===== config.mk =====
export PLATFORM = sky130hd
export DESIGN_NAME = board_b_rom_loader_flat
export DESIGN_NICKNAME = d
export VERILOG_FILES = /design/src/rtl/board_b_rom_loader_if.sv /design/src/rtl/board_b_rom_loader.sv /design/src/flat_wrapper.sv
export SDC_FILE = /design/constraint.sdc
export NUM_CORES = 1
export LEC_CHECK = 0
export ABC_AREA = 1
export CAP_MARGIN = 25
export CORE_MARGIN = 3
export CORE_UTILIZATION = 59
export DETAILED_ROUTE_END_ITERATION = 7
export HOLD_SLACK_MARGIN = 0.02
export PLACE_DENSITY = 0.86
export SETUP_SLACK_MARGIN = 0.5
export SKIP_CTS_REPAIR_TIMING = 1
export SLEW_MARGIN = 20
export SYNTH_ARGS = -nofsm -noshare
export SYNTH_HDL_FRONTEND = slang
export SYNTH_SLANG_ARGS = --single-unit

===== constraint.sdc =====
create_clock -name sys_clk -period 7.4 [get_ports sys_clk]
set_clock_uncertainty 0.05 [all_clocks]
set_input_delay 1.48 -clock sys_clk [delete_from_list [all_inputs] [get_ports sys_clk]]
set_output_delay 1.48 -clock sys_clk [all_outputs]
set_load 0.03 [all_outputs]

===== src/rtl/board_b_rom_loader_if.sv =====
// Byte-stream source and graphics EPROM download bus for the B-board loader.
interface board_b_rom_loader_if;
  logic        src_valid;
  logic [7:0]  src_data;
  logic        src_ready;
  logic        ioctl_wr;
  logic [24:0] ioctl_addr;
  logic [7:0]  ioctl_dout;
  logic [3:0]  gfx_cs;

  // Loader side: consumes the stream, drives the ioctl port.
  modport master (
    input  src_valid,
    input  src_data,
    output src_ready,
    output ioctl_wr,
    output ioctl_addr,
    output ioctl_dout,
    output gfx_cs
  );

  // Environment side: byte source and EPROM write port.
  modport slave (
    output src_valid,
    output src_data,
    input  src_ready,
    input  ioctl_wr,
    input  ioctl_addr,
    input  ioctl_dout,
    input  gfx_cs
  );
endinterface


===== src/rtl/board_b_rom_loader.sv =====
// Parses HDR / LEN_LO / LEN_HI / data records from a valid/ready byte stream
// and replays the data bytes as paced one-cycle ioctl writes to a gfx region.
module board_b_rom_loader #(
  parameter int unsigned REGION_AW = 15,
  parameter int unsigned WR_GAP    = 3
) (
  input  logic                        sys_clk,
  input  logic                        reset,
  input  logic                        start,
  board_b_rom_loader_if.master        bus,
  output logic                        busy,
  output logic                        done,
  output logic                        error
);

  // Offset is one bit wider than the region so a full 2^REGION_AW record
  // terminates without wrapping; length compares use a common wider width.
  localparam int unsigned OW = REGION_AW + 1;
  localparam int unsigned CW = (OW > 16) ? OW + 1 : 17;
  localparam int unsigned GW = (WR_GAP > 1) ? $clog2(WR_GAP) : 1;

  typedef enum logic [2:0] {
    S_IDLE,
    S_HDR,
    S_LEN_LO,
    S_LEN_HI,
    S_DATA,
    S_GAP,
    S_DONE,
    S_ERR
  } state_t;

  state_t          r_state;
  logic [1:0]      r_region;
  logic [7:0]      r_len_lo;
  logic [15:0]     r_len;
  logic [OW-1:0]   r_offset;
  logic [GW-1:0]   r_gap;
  logic            r_src_ready;
  logic            r_wr;
  logic [24:0]     r_addr;
  logic [7:0]      r_dout;
  logic [3:0]      r_cs;
  logic            r_busy;
  logic            r_done;
  logic            r_error;

  logic            w_accept;
  logic [15:0]     w_len_in;
  logic            w_len_too_big;
  logic [OW-1:0]   w_next_off;
  logic            w_more;
  logic            w_gap_end;

  assign w_accept      = bus.src_valid & r_src_ready;
  assign w_len_in      = {bus.src_data, r_len_lo};
  assign w_len_too_big = CW'(w_len_in) > (CW'(1) << REGION_AW);
  assign w_next_off    = r_offset + OW'(1);
  assign w_more        = CW'(w_next_off) < CW'(r_len);
  assign w_gap_end     = (r_gap == GW'(WR_GAP - 1));

  // Record parser, write pacing and all registered outputs.
  always_ff @(posedge sys_clk) begin
    if (reset) begin
      r_state     <= S_IDLE;
      r_region    <= '0;
      r_len_lo    <= '0;
      r_len       <= '0;
      r_offset    <= '0;
      r_gap       <= '0;
      r_src_ready <= 1'b0;
      r_wr        <= 1'b0;
      r_addr      <= '0;
      r_dout      <= '0;
      r_cs        <= '0;
      r_busy      <= 1'b0;
      r_done      <= 1'b0;
      r_error     <= 1'b0;
    end else begin
      r_wr <= 1'b0;
      unique case (r_state)
        S_IDLE, S_DONE, S_ERR: begin
          if (start) begin
            r_state     <= S_HDR;
            r_src_ready <= 1'b1;
            r_busy      <= 1'b1;
            r_done      <= 1'b0;
            r_error     <= 1'b0;
          end
        end
        S_HDR: begin
          if (w_accept) begin
            if (bus.src_data[7]) begin
              r_state     <= S_DONE;
              r_src_ready <= 1'b0;
              r_busy      <= 1'b0;
              r_done      <= 1'b1;
            end else if (|bus.src_data[6:2]) begin
              r_state     <= S_ERR;
              r_src_ready <= 1'b0;
              r_busy      <= 1'b0;
              r_error     <= 1'b1;
            end else begin
              r_region <= bus.src_data[1:0];
              r_state  <= S_LEN_LO;
            end
          end
        end
        S_LEN_LO: begin
          if (w_accept) begin
            r_len_lo <= bus.src_data;
            r_state  <= S_LEN_HI;
          end
        end
        S_LEN_HI: begin
          if (w_accept) begin
            r_len <= w_len_in;
            if (w_len_too_big) begin
              r_state     <= S_ERR;
              r_src_ready <= 1'b0;
              r_busy      <= 1'b0;
              r_error     <= 1'b1;
            end else if (w_len_in == 16'd0) begin
              r_state <= S_HDR;
            end else begin
              r_offset <= '0;
              r_cs     <= 4'b0001 << r_region;
              r_state  <= S_DATA;
            end
          end
        end
        S_DATA: begin
          if (w_accept) begin
            r_wr        <= 1'b1;
            r_dout      <= bus.src_data;
            r_addr      <= 25'(r_offset[REGION_AW-1:0]);
            r_src_ready <= 1'b0;
            r_gap       <= '0;
            r_state     <= S_GAP;
          end
        end
        S_GAP: begin
          if (w_gap_end) begin
            r_offset    <= w_next_off;
            r_src_ready <= 1'b1;
            if (w_more) begin
              r_state <= S_DATA;
            end else begin
              r_state <= S_HDR;
              r_cs    <= '0;
            end
          end else begin
            r_gap <= r_gap + GW'(1);
          end
        end
        default: begin
          r_state <= S_IDLE;
        end
      endcase
    end
  end

  assign bus.src_ready  = r_src_ready;
  assign bus.ioctl_wr   = r_wr;
  assign bus.ioctl_addr = r_addr;
  assign bus.ioctl_dout = r_dout;
  assign bus.gfx_cs     = r_cs;
  assign busy           = r_busy;
  assign done           = r_done;
  assign error          = r_error;

endmodule


===== src/flat_wrapper.sv =====
// flat-port wrapper written by rule: the top's interface ports become plain ports
module board_b_rom_loader_flat 
#(
  parameter int unsigned REGION_AW = 15,
  parameter int unsigned WR_GAP    = 3
)
  (sys_clk, reset, start, busy, done, error, bus_src_valid, bus_src_data, bus_src_ready, bus_ioctl_wr, bus_ioctl_addr, bus_ioctl_dout, bus_gfx_cs);
  board_b_rom_loader_if bus_i ();
  input  logic sys_clk;
  input  logic reset;
  input  logic start;
  output logic busy;
  output logic done;
  output logic error;
  input wire logic [$bits(bus_i.src_valid)-1:0] bus_src_valid;
  input wire logic [$bits(bus_i.src_data)-1:0] bus_src_data;
  output wire logic [$bits(bus_i.src_ready)-1:0] bus_src_ready;
  output wire logic [$bits(bus_i.ioctl_wr)-1:0] bus_ioctl_wr;
  output wire logic [$bits(bus_i.ioctl_addr)-1:0] bus_ioctl_addr;
  output wire logic [$bits(bus_i.ioctl_dout)-1:0] bus_ioctl_dout;
  output wire logic [$bits(bus_i.gfx_cs)-1:0] bus_gfx_cs;
  assign bus_i.src_valid = bus_src_valid;
  assign bus_i.src_data = bus_src_data;
  assign bus_src_ready = bus_i.src_ready;
  assign bus_ioctl_wr = bus_i.ioctl_wr;
  assign bus_ioctl_addr = bus_i.ioctl_addr;
  assign bus_ioctl_dout = bus_i.ioctl_dout;
  assign bus_gfx_cs = bus_i.gfx_cs;
  board_b_rom_loader #(.REGION_AW(REGION_AW), .WR_GAP(WR_GAP)) u_core (.sys_clk(sys_clk), .reset(reset), .start(start), .bus(bus_i), .busy(busy), .done(done), .error(error));
endmodule

==> impl_metrics.sql, run 1 <==
INSERT INTO impl_metrics (metric_group, metric, value, unit) VALUES
('clock_network', 'cts.root.buffer_cell', 'sky130_fd_sc_hd__clkbuf_8', ''),
('synthesis', 'synthDominantCellAreaShare', '39.9', '%'),
('place', 'placed_cells_incl_taps', '661', ''),
('clock_network', 'cts.sinks', '79', ''),
('clock_network', 'worst_setup_hold_path_clk_slew', '80', 'ps'),
('sta', 'drv_slew', '0', ''),
('setup_path', 'critical_path.reg2reg.endpoint', 'u_core.bus.gfx_cs[2]$_SDFFE_PP0P_', ''),
('run_status', 'status', 'complete, no violations', ''),
('setup_path', 'cp_data_required_time', '7590', 'ps'),
('power', 'clockPowerShare', '31.7', '%'),
('synthesis', 'yosys.area.top_type', 'sky130_fd_sc_hd__dfxtp_1', ''),
('global_route', 'grt-ovfl-total', '0', ''),
('floorplan', 'std_cell_rows', '29', ''),
('setup_path', 'worst_setup_path_end_kind', 'flip-flop', ''),
('sta', 'final_hold_viol_count', '0', ''),
('setup_path', 'rr_worst_depth', '17', ''),
('finish', 'post_route_cells_drive_above_1_share', '6.67', '%'),
('run', 'cap_violations', '0', ''),
('finish', 'layout.cells.most_common', 'sky130_fd_sc_hd__nand2_1', ''),
('route', 'drtAntennaViolNets', '0', ''),
('setup_path', 'crit_path_max_fanout', '6', ''),
('route', 'drc_errors', '0', ''),
('floorplan', 'die_h', '88.0', 'um'),
('floorplan', 'chipWidth', '88.0', 'um'),
('finish', 'final_cell_mix', 'sky130_fd_sc_hd__nand2_1 (105), sky130_fd_sc_hd__dfxtp_1 (79), sky130_fd_sc_hd__a21oi_1 (73)', ''),
('worst_hold_path', 'holdCritPathClass', 'flip-flop to flip-flop', ''),
('sta', 'setup_viol', '0', ''),
('setup_path', 'cp.arrival', '3480', 'ps'),
('sta', 'max_freq', '304', 'MHz'),
('floorplan', 'core_area', '6420', 'um2'),
('route', 'drt-pass1-iter-count', '5', ''),
('setup_path', 'rrSetupSlack', '4110', 'ps'),
('sta', 'setup-tns-final', '0', 'ps'),
('power', 'worst_voltage_drop_across_the_vdd_grid', '207', 'uV'),
('power', 'p_comb_share', '24.4', '%'),
('sta', 'final.period_utilization', '44.4', '%'),
('synthesis', 'number_of_synthesized_register_bits', '79', ''),
('setup_path', 'worstReg2RegStart', 'u_core.r_offset[0]$_SDFFE_PP0P_', ''),
('synthesis', 'synthTopCellsByArea', 'sky130_fd_sc_hd__dfxtp_1 (40%), sky130_fd_sc_hd__nand2_1 (9.9%), sky130_fd_sc_hd__a21oi_1 (9.2%), sky130_fd_sc_hd__o21ai_0 (6.9%), sky130_fd_sc_hd__inv_1 (6.2%)', ''),
('place', 'preCtsSetupSlack', '3880', 'ps'),
('sta', 'max_slew_margin', '38.8', '%'),
('power', 'power_density', '236', 'nW/um2'),
('global_route', 'number_of_antenna_violations_at_the_first_check_in_global_routing', '0', ''),
('clock_network', 'tritoncts', 'yes', ''),
('global_route', 'grt_start_max_net_pins', '56', ''),
('power', 'design_power_total', '1.08', 'mW'),
('power', 'share_seq_of_total_power', '44.0', '%'),
('global_route', 'grt_usage', '25.6', '%'),
('synthesis', 'post_synth_inst_count', '557', ''),
('route', 'vias_per_cell', '5.50', ''),
('synthesis', 'synth.lib_cells_used.distinct', '32', ''),
('route', 'avgRoutedWirePerCell', '14.0', 'um'),
('clock_network', 'clockBufferDepth', '2', ''),
('synthesis', 'ys_seq_area_share', '39.9', '%'),
('power', 'swShare', '32.4', '%'),
('sta', 'finalWorstPathRequiredPeriod', '3290', 'ps'),
('power', 'cellLeakagePower', '1.98', 'nW'),
('sta', 'smallest_setup_slack_after_layout', '4110', 'ps'),
('floorplan', 'design.portCount', '54', ''),
('sta', 'setup_repair_after_global_routing_missed_its_margin', 'false', ''),
('finish', 'nNetsFinal', '624', ''),
('finish', 'filler_cell_count', '519', ''),
('synthesis', 'syn-mean-instance-area', '7.11', 'um2'),
('sta', 'worstMarginPinSlew', '914', 'ps'),
('worst_hold_path', 'whs_endpoint', 'u_core.done$_SDFFE_PP0P_', ''),
('clock_network', 'clk_latency', '350', 'ps'),
('finish', 'final_cell_count_no_fill', '677', ''),
('synthesis', 'synth.cell_area', '3960', 'um2'),
('place', 'gp_congestion', '0.885', ''),
('route', 'route.final.wire_length', '9480', 'um'),
('worst_hold_path', 'holdPathStages', '2', '');
## state kept, by name (all words and copies together), names as in the netlist
register	flops
u_core.bus.gfx_cs	4
u_core.bus.ioctl_addr	15
u_core.bus.ioctl_dout	8
u_core.bus.ioctl_wr	1
u_core.bus.src_ready	1
u_core.busy	1
u_core.done	1
u_core.error	1
u_core.r_gap	2
u_core.r_len	16
u_core.r_len_lo	8
u_core.r_offset	16
u_core.r_region	2
u_core.r_state	3
## cell type report
cell class	count	area, um2	share of cell area (%)
inverter	73	277	6.01
multi-input combinational	387	1990	43.2
sequential	79	1580	34.4
timing repair buffer	45	445	9.68
clock inverter	6	85.1	1.85
tap	77	96.3	2.09
clock buffer	10	128	2.77
## worst max path at each step
stage                                                  to                             from  slack (ps)
floorplan                 u_core.r_offset[9]$_SDFFE_PP0P_                  bus_src_data[5]        4710
global placement    u_core.bus.ioctl_dout[4]$_SDFFE_PP0P_                            reset        3990
detailed placement  u_core.bus.ioctl_dout[2]$_SDFFE_PP0P_                            reset        3880
CTS                     u_core.bus.gfx_cs[2]$_SDFFE_PP0P_  u_core.r_offset[0]$_SDFFE_PP0P_        4190
global route            u_core.bus.gfx_cs[1]$_SDFFE_PP0P_  u_core.r_offset[0]$_SDFFE_PP0P_        3860
finish                  u_core.bus.gfx_cs[2]$_SDFFE_PP0P_  u_core.r_offset[0]$_SDFFE_PP0P_        4110
## worst max-delay path: stages (launching register included)
cell                      delay, ps
sky130_fd_sc_hd__dfxtp_1        460
sky130_fd_sc_hd__ha_1           300
sky130_fd_sc_hd__nand2_1        100
sky130_fd_sc_hd__nor2_1         190
sky130_fd_sc_hd__nand2_1        120
sky130_fd_sc_hd__nor2_2         130
sky130_fd_sc_hd__inv_1           60
sky130_fd_sc_hd__nor2_1         130
sky130_fd_sc_hd__xor2_1         310
sky130_fd_sc_hd__ha_1           300
sky130_fd_sc_hd__nand2_1        100
sky130_fd_sc_hd__o21ai_0        100
sky130_fd_sc_hd__a21oi_1        210
sky130_fd_sc_hd__nand3_1        250
sky130_fd_sc_hd__nand2_1        170
sky130_fd_sc_hd__inv_2           50
sky130_fd_sc_hd__nor2_1          90
sky130_fd_sc_hd__nor2_1          50
## through the flow
stage                     instance area, um2  utilization, %  hold slack, ps
after floorplan                         4000               -             376
after global placement                  4390            68.3             393
after detailed placement                4390            68.3             400
after CTS                               4600            71.6             417
after global routing                    4600            71.6             427
final                                   4600            71.6             412
## synth_stat cells (all sizes together)
| library cell | number |
|---|---|
| nand2 | 107 |
| nor3 | 5 |
| xor2 | 11 |
| xnor2 | 1 |
| inv | 73 |
| o211ai | 1 |
| o211a | 1 |
| o21ai | 55 |
| nand3b | 1 |
| clkbuf | 8 |
| nor2 | 71 |
| ha | 17 |
| nand4 | 6 |
| nand3 | 25 |
| conb | 1 |
| o21a | 1 |
| dfxtp | 79 |
| a21oi | 73 |
| buf | 19 |
| nor4 | 2 |
## cell families (layout without fill, tap and decap cells)
logic type,Yosys count,in the layout,share of synthesized area (%)
compound gates,131,131,16.8
buf+inv,100,134,10.9
xor+xnor,12,12,2.65
simple gates,217,217,24.3
flops,79,79,39.9
fa+ha+maj,17,17,5.37
other cells,1,10,0.0946
## power by group through the flow
stage | Combinational, mW | Sequential (mW) | Clock [mW]
after floorplan | 0.164 | 0.513 | 0
after global placement | 0.262 | 0.486 | 0
after detailed placement | 0.263 | 0.486 | 0
after CTS | 0.265 | 0.476 | 0.350
after global routing | 0.298 | 0.480 | 0.371
final | 0.264 | 0.477 | 0.343
## metal layers
metal	vias to the layer above	part of all wire (%)	track usage, %
met2	134	51	45.5
met3	29	5.7	5.46
met5	-	0	0
li1	1844	-	-
met1	1715	41	29.8
met4	0	2.3	10.2
Power figures use the tool's default switching activity.
==> run 2, diff against run 1 <==
--- a/config.mk
+++ b/config.mk
@@ -8,10 +8,10 @@
 export ABC_AREA = 1
 export CAP_MARGIN = 25
 export CORE_MARGIN = 3
-export CORE_UTILIZATION = 59
+export CORE_UTILIZATION = 50
 export DETAILED_ROUTE_END_ITERATION = 7
 export HOLD_SLACK_MARGIN = 0.02
-export PLACE_DENSITY = 0.86
+export PLACE_DENSITY = 0.78
 export SETUP_SLACK_MARGIN = 0.5
 export SKIP_CTS_REPAIR_TIMING = 1
 export SLEW_MARGIN = 20
==> constraint.sdc (replaced) <==
create_clock -name sys_clk -period 2.81 [get_ports sys_clk]
set_clock_uncertainty 0.05 [all_clocks]
set_input_delay 0.562 -clock sys_clk [delete_from_list [all_inputs] [get_ports sys_clk]]
set_output_delay 0.562 -clock sys_clk [all_outputs]
set_load 0.03 [all_outputs]
==> run 2 against run 1 <==
Against the previous run:
- fmax up 30%
- sequential cell count unchanged
- via count up 0.32%
- final area up 6.0%
- power rose to 2.8 times the previous value
- core utilization down 6.5 points
- register-to-register slack worse by 3800 ps
- clock-buffer cell count up 1
- critical endpoint unchanged
- largest power group unchanged
==> impl_metrics.sql, run 2 (synthesis results as in run 1) <==
INSERT INTO impl_metrics (metric_group, metric, value, unit) VALUES
('clock_network', 'cts.root.buffer_cell', 'sky130_fd_sc_hd__clkbuf_8', ''),
('route', 'vias_per_cell', '5.27', ''),
('finish', 'layout.cells.most_common', 'sky130_fd_sc_hd__nand2_1', ''),
('clock_network', 'htree_num_levels', '3', ''),
('floorplan', 'design.portCount', '54', ''),
('clock_network', 'tritoncts', 'yes', ''),
('setup_path', 'cp_data_required_time', '3020', 'ps'),
('sta', 'worstMarginPinSlew', '686', 'ps'),
('setup_path', 'cp.arrival', '2730', 'ps'),
('sta', 'max_slew_margin', '54.2', '%'),
('sta', 'setup_viol', '0', ''),
('run_status', 'status', 'complete, no violations', ''),
('place', 'placed_cells_incl_taps', '687', ''),
('sta', 'final.period_utilization', '89.6', '%'),
('setup_path', 'setup.worst_path.start_class', 'flip-flop', ''),
('global_route', 'grt-ovfl-total', '0', ''),
('route', 'drtAntennaViolNets', '0', ''),
('finish', 'final_cell_count_no_fill', '709', ''),
('finish', 'final_cell_mix', 'sky130_fd_sc_hd__nand2_1 (100), sky130_fd_sc_hd__dfxtp_1 (73), sky130_fd_sc_hd__a21oi_1 (69)', ''),
('worst_hold_path', 'holdCritPathClass', 'flip-flop to flip-flop', ''),
('power', 'power_density', '613', 'nW/um2'),
('route', 'initialDrtViolationCount', '228', ''),
('route', 'route.final.wire_length', '9530', 'um'),
('clock_network', 'clockBufferDepth', '2', ''),
('finish', 'antennaDiodeCount', '0', ''),
('setup_path', 'worst_setup_path_end_kind', 'flip-flop', ''),
('setup_path', 'critical_path_class', 'flip-flop to flip-flop', ''),
('sta', 'whs', '407', 'ps'),
('finish', 'area.growth.synth_to_final', '23.0', '%'),
('setup_path', 'crit_path_max_fanout', '6', ''),
('floorplan', 'die_h', '95.0', 'um'),
('finish', 'post_route_cells_drive_above_1_share', '12.6', '%'),
('run', 'cap_violations', '0', ''),
('global_route', 'grt_start_max_net_pins', '57', ''),
('floorplan', 'chipWidth', '95.0', 'um'),
('global_route', 'grt_usage', '22.1', '%'),
('place', 'gp_congestion', '0.963', ''),
('sta', 'drv_slew', '0', ''),
('clock_network', 'cts.sinks', '79', ''),
('finish', 'nNetsFinal', '634', ''),
('sta', 'final_hold_viol_count', '0', ''),
('clock_network', 'cts_buffers', '9', ''),
('sta', 'max_freq', '397', 'MHz'),
('floorplan', 'std_cell_rows', '31', ''),
('place', 'numPortBuffers', '43', ''),
('global_route', 'global_route_wire_length_before_repair', '15600', 'um'),
('floorplan', 'floorplan.die_area', '9030', 'um2'),
('route', 'route.vias.total', '3734', ''),
('power', 'cellLeakagePower', '2.08', 'nW'),
('route', 'avgRoutedWirePerCell', '13.4', 'um'),
('floorplan', 'core_area', '7490', 'um2'),
('route', 'drc_errors', '0', ''),
('floorplan', 'initial_utilization', '52.9', '%'),
('clock_network', 'clk_latency', '360', 'ps'),
('sta', 'setup_repair_after_global_routing_missed_its_margin', 'true', ''),
('setup_path', 'rrSetupSlack', '290', 'ps'),
('global_route', 'via_count_of_the_first_global_routing_pass', '3412', ''),
('power', 'worst_voltage_drop_across_the_vdd_grid', '536', 'uV'),
('sta', 'finalWorstPathRequiredPeriod', '2520', 'ps'),
('sta', 'setup-tns-final', '0', 'ps'),
('clock_network', 'worst_setup_hold_path_clk_slew', '80', 'ps'),
('route', 'drt-pass1-iter-count', '5', ''),
('global_route', 'number_of_antenna_violations_at_the_first_check_in_global_routing', '0', ''),
('place', 'post-dp-hpwl', '6650', 'um');
-- run 2: area by class of cell --
type	count	area [um2]
clock buffer	11	131
tap	99	124
multi-input combinational	387	2120
clock inverter	5	105
sequential	79	1590
timing repair buffer	55	520
fill	619	2610
inverter	73	277
-- run 2: path summary, 6_finish.rpt --
kind	start	endpoint	depth (start not counted)
worst max-delay path	u_core.r_offset[0]$_SDFFE_PP0P_	u_core.bus.gfx_cs[2]$_SDFFE_PP0P_	16
worst min-delay path	u_core.done$_SDFFE_PP0P_	u_core.done$_SDFFE_PP0P_	2
worst max register to register	u_core.r_offset[0]$_SDFFE_PP0P_	u_core.bus.gfx_cs[2]$_SDFFE_PP0P_	16
worst min register to register	u_core.done$_SDFFE_PP0P_	u_core.done$_SDFFE_PP0P_	2
-- run 2: through the flow --
step                instance area, um2  utilization [%]  setup WS [ps]  power, mW
finish                            4870             65.1            291       2.99
global route                      4870             65.1            128       3.14
CTS                               4710             62.9            107       2.99
detailed placement                4470             59.8            130       1.98
global placement                  4470             59.8            320       1.97
floorplan                         4030                -            454       1.78
-- run 2: routing by layer --
metal	up-vias	track usage, %	part of all wire, %
met5	-	0	0
li1	1884	-	-
met3	23	5.84	6.6
met2	140	35.3	47
met1	1687	28.4	44
met4	0	8.77	2.1
-- run 2: worst max-delay path: stages, from the launching register on --
cell and delay (ps):
sky130_fd_sc_hd__dfxtp_4 400, sky130_fd_sc_hd__nand2_4 60, sky130_fd_sc_hd__nor2_4 160, sky130_fd_sc_hd__nand4_4 160
sky130_fd_sc_hd__nor3_2 210, sky130_fd_sc_hd__xor2_1 230, sky130_fd_sc_hd__ha_1 280, sky130_fd_sc_hd__nand2_1 60
sky130_fd_sc_hd__inv_1 40, sky130_fd_sc_hd__nor2_1 80, sky130_fd_sc_hd__o21ai_1 90, sky130_fd_sc_hd__a21oi_2 160
sky130_fd_sc_hd__nand3_2 150, sky130_fd_sc_hd__nand2_2 100, sky130_fd_sc_hd__inv_2 50, sky130_fd_sc_hd__nor2_1 90
sky130_fd_sc_hd__nor2_1 50
-- run 2: where the power goes --
part           internal (mW)  switching [mW]  total, mW
Sequential              1.19          0.0689       1.26
Clock                  0.593           0.421       1.01
Combinational          0.252           0.466      0.718
==> run 3, diff against run 2 <==
--- a/config.mk
+++ b/config.mk
@@ -14,7 +14,6 @@
 export PLACE_DENSITY = 0.78
 export SETUP_SLACK_MARGIN = 0.5
 export SKIP_CTS_REPAIR_TIMING = 1
-export SLEW_MARGIN = 20
 export SYNTH_ARGS = -nofsm -noshare
 export SYNTH_HDL_FRONTEND = slang
 export SYNTH_SLANG_ARGS = --single-unit
==> results of run 3 <==
The final DEF is identical to that of run 2; final timing and power are the same.
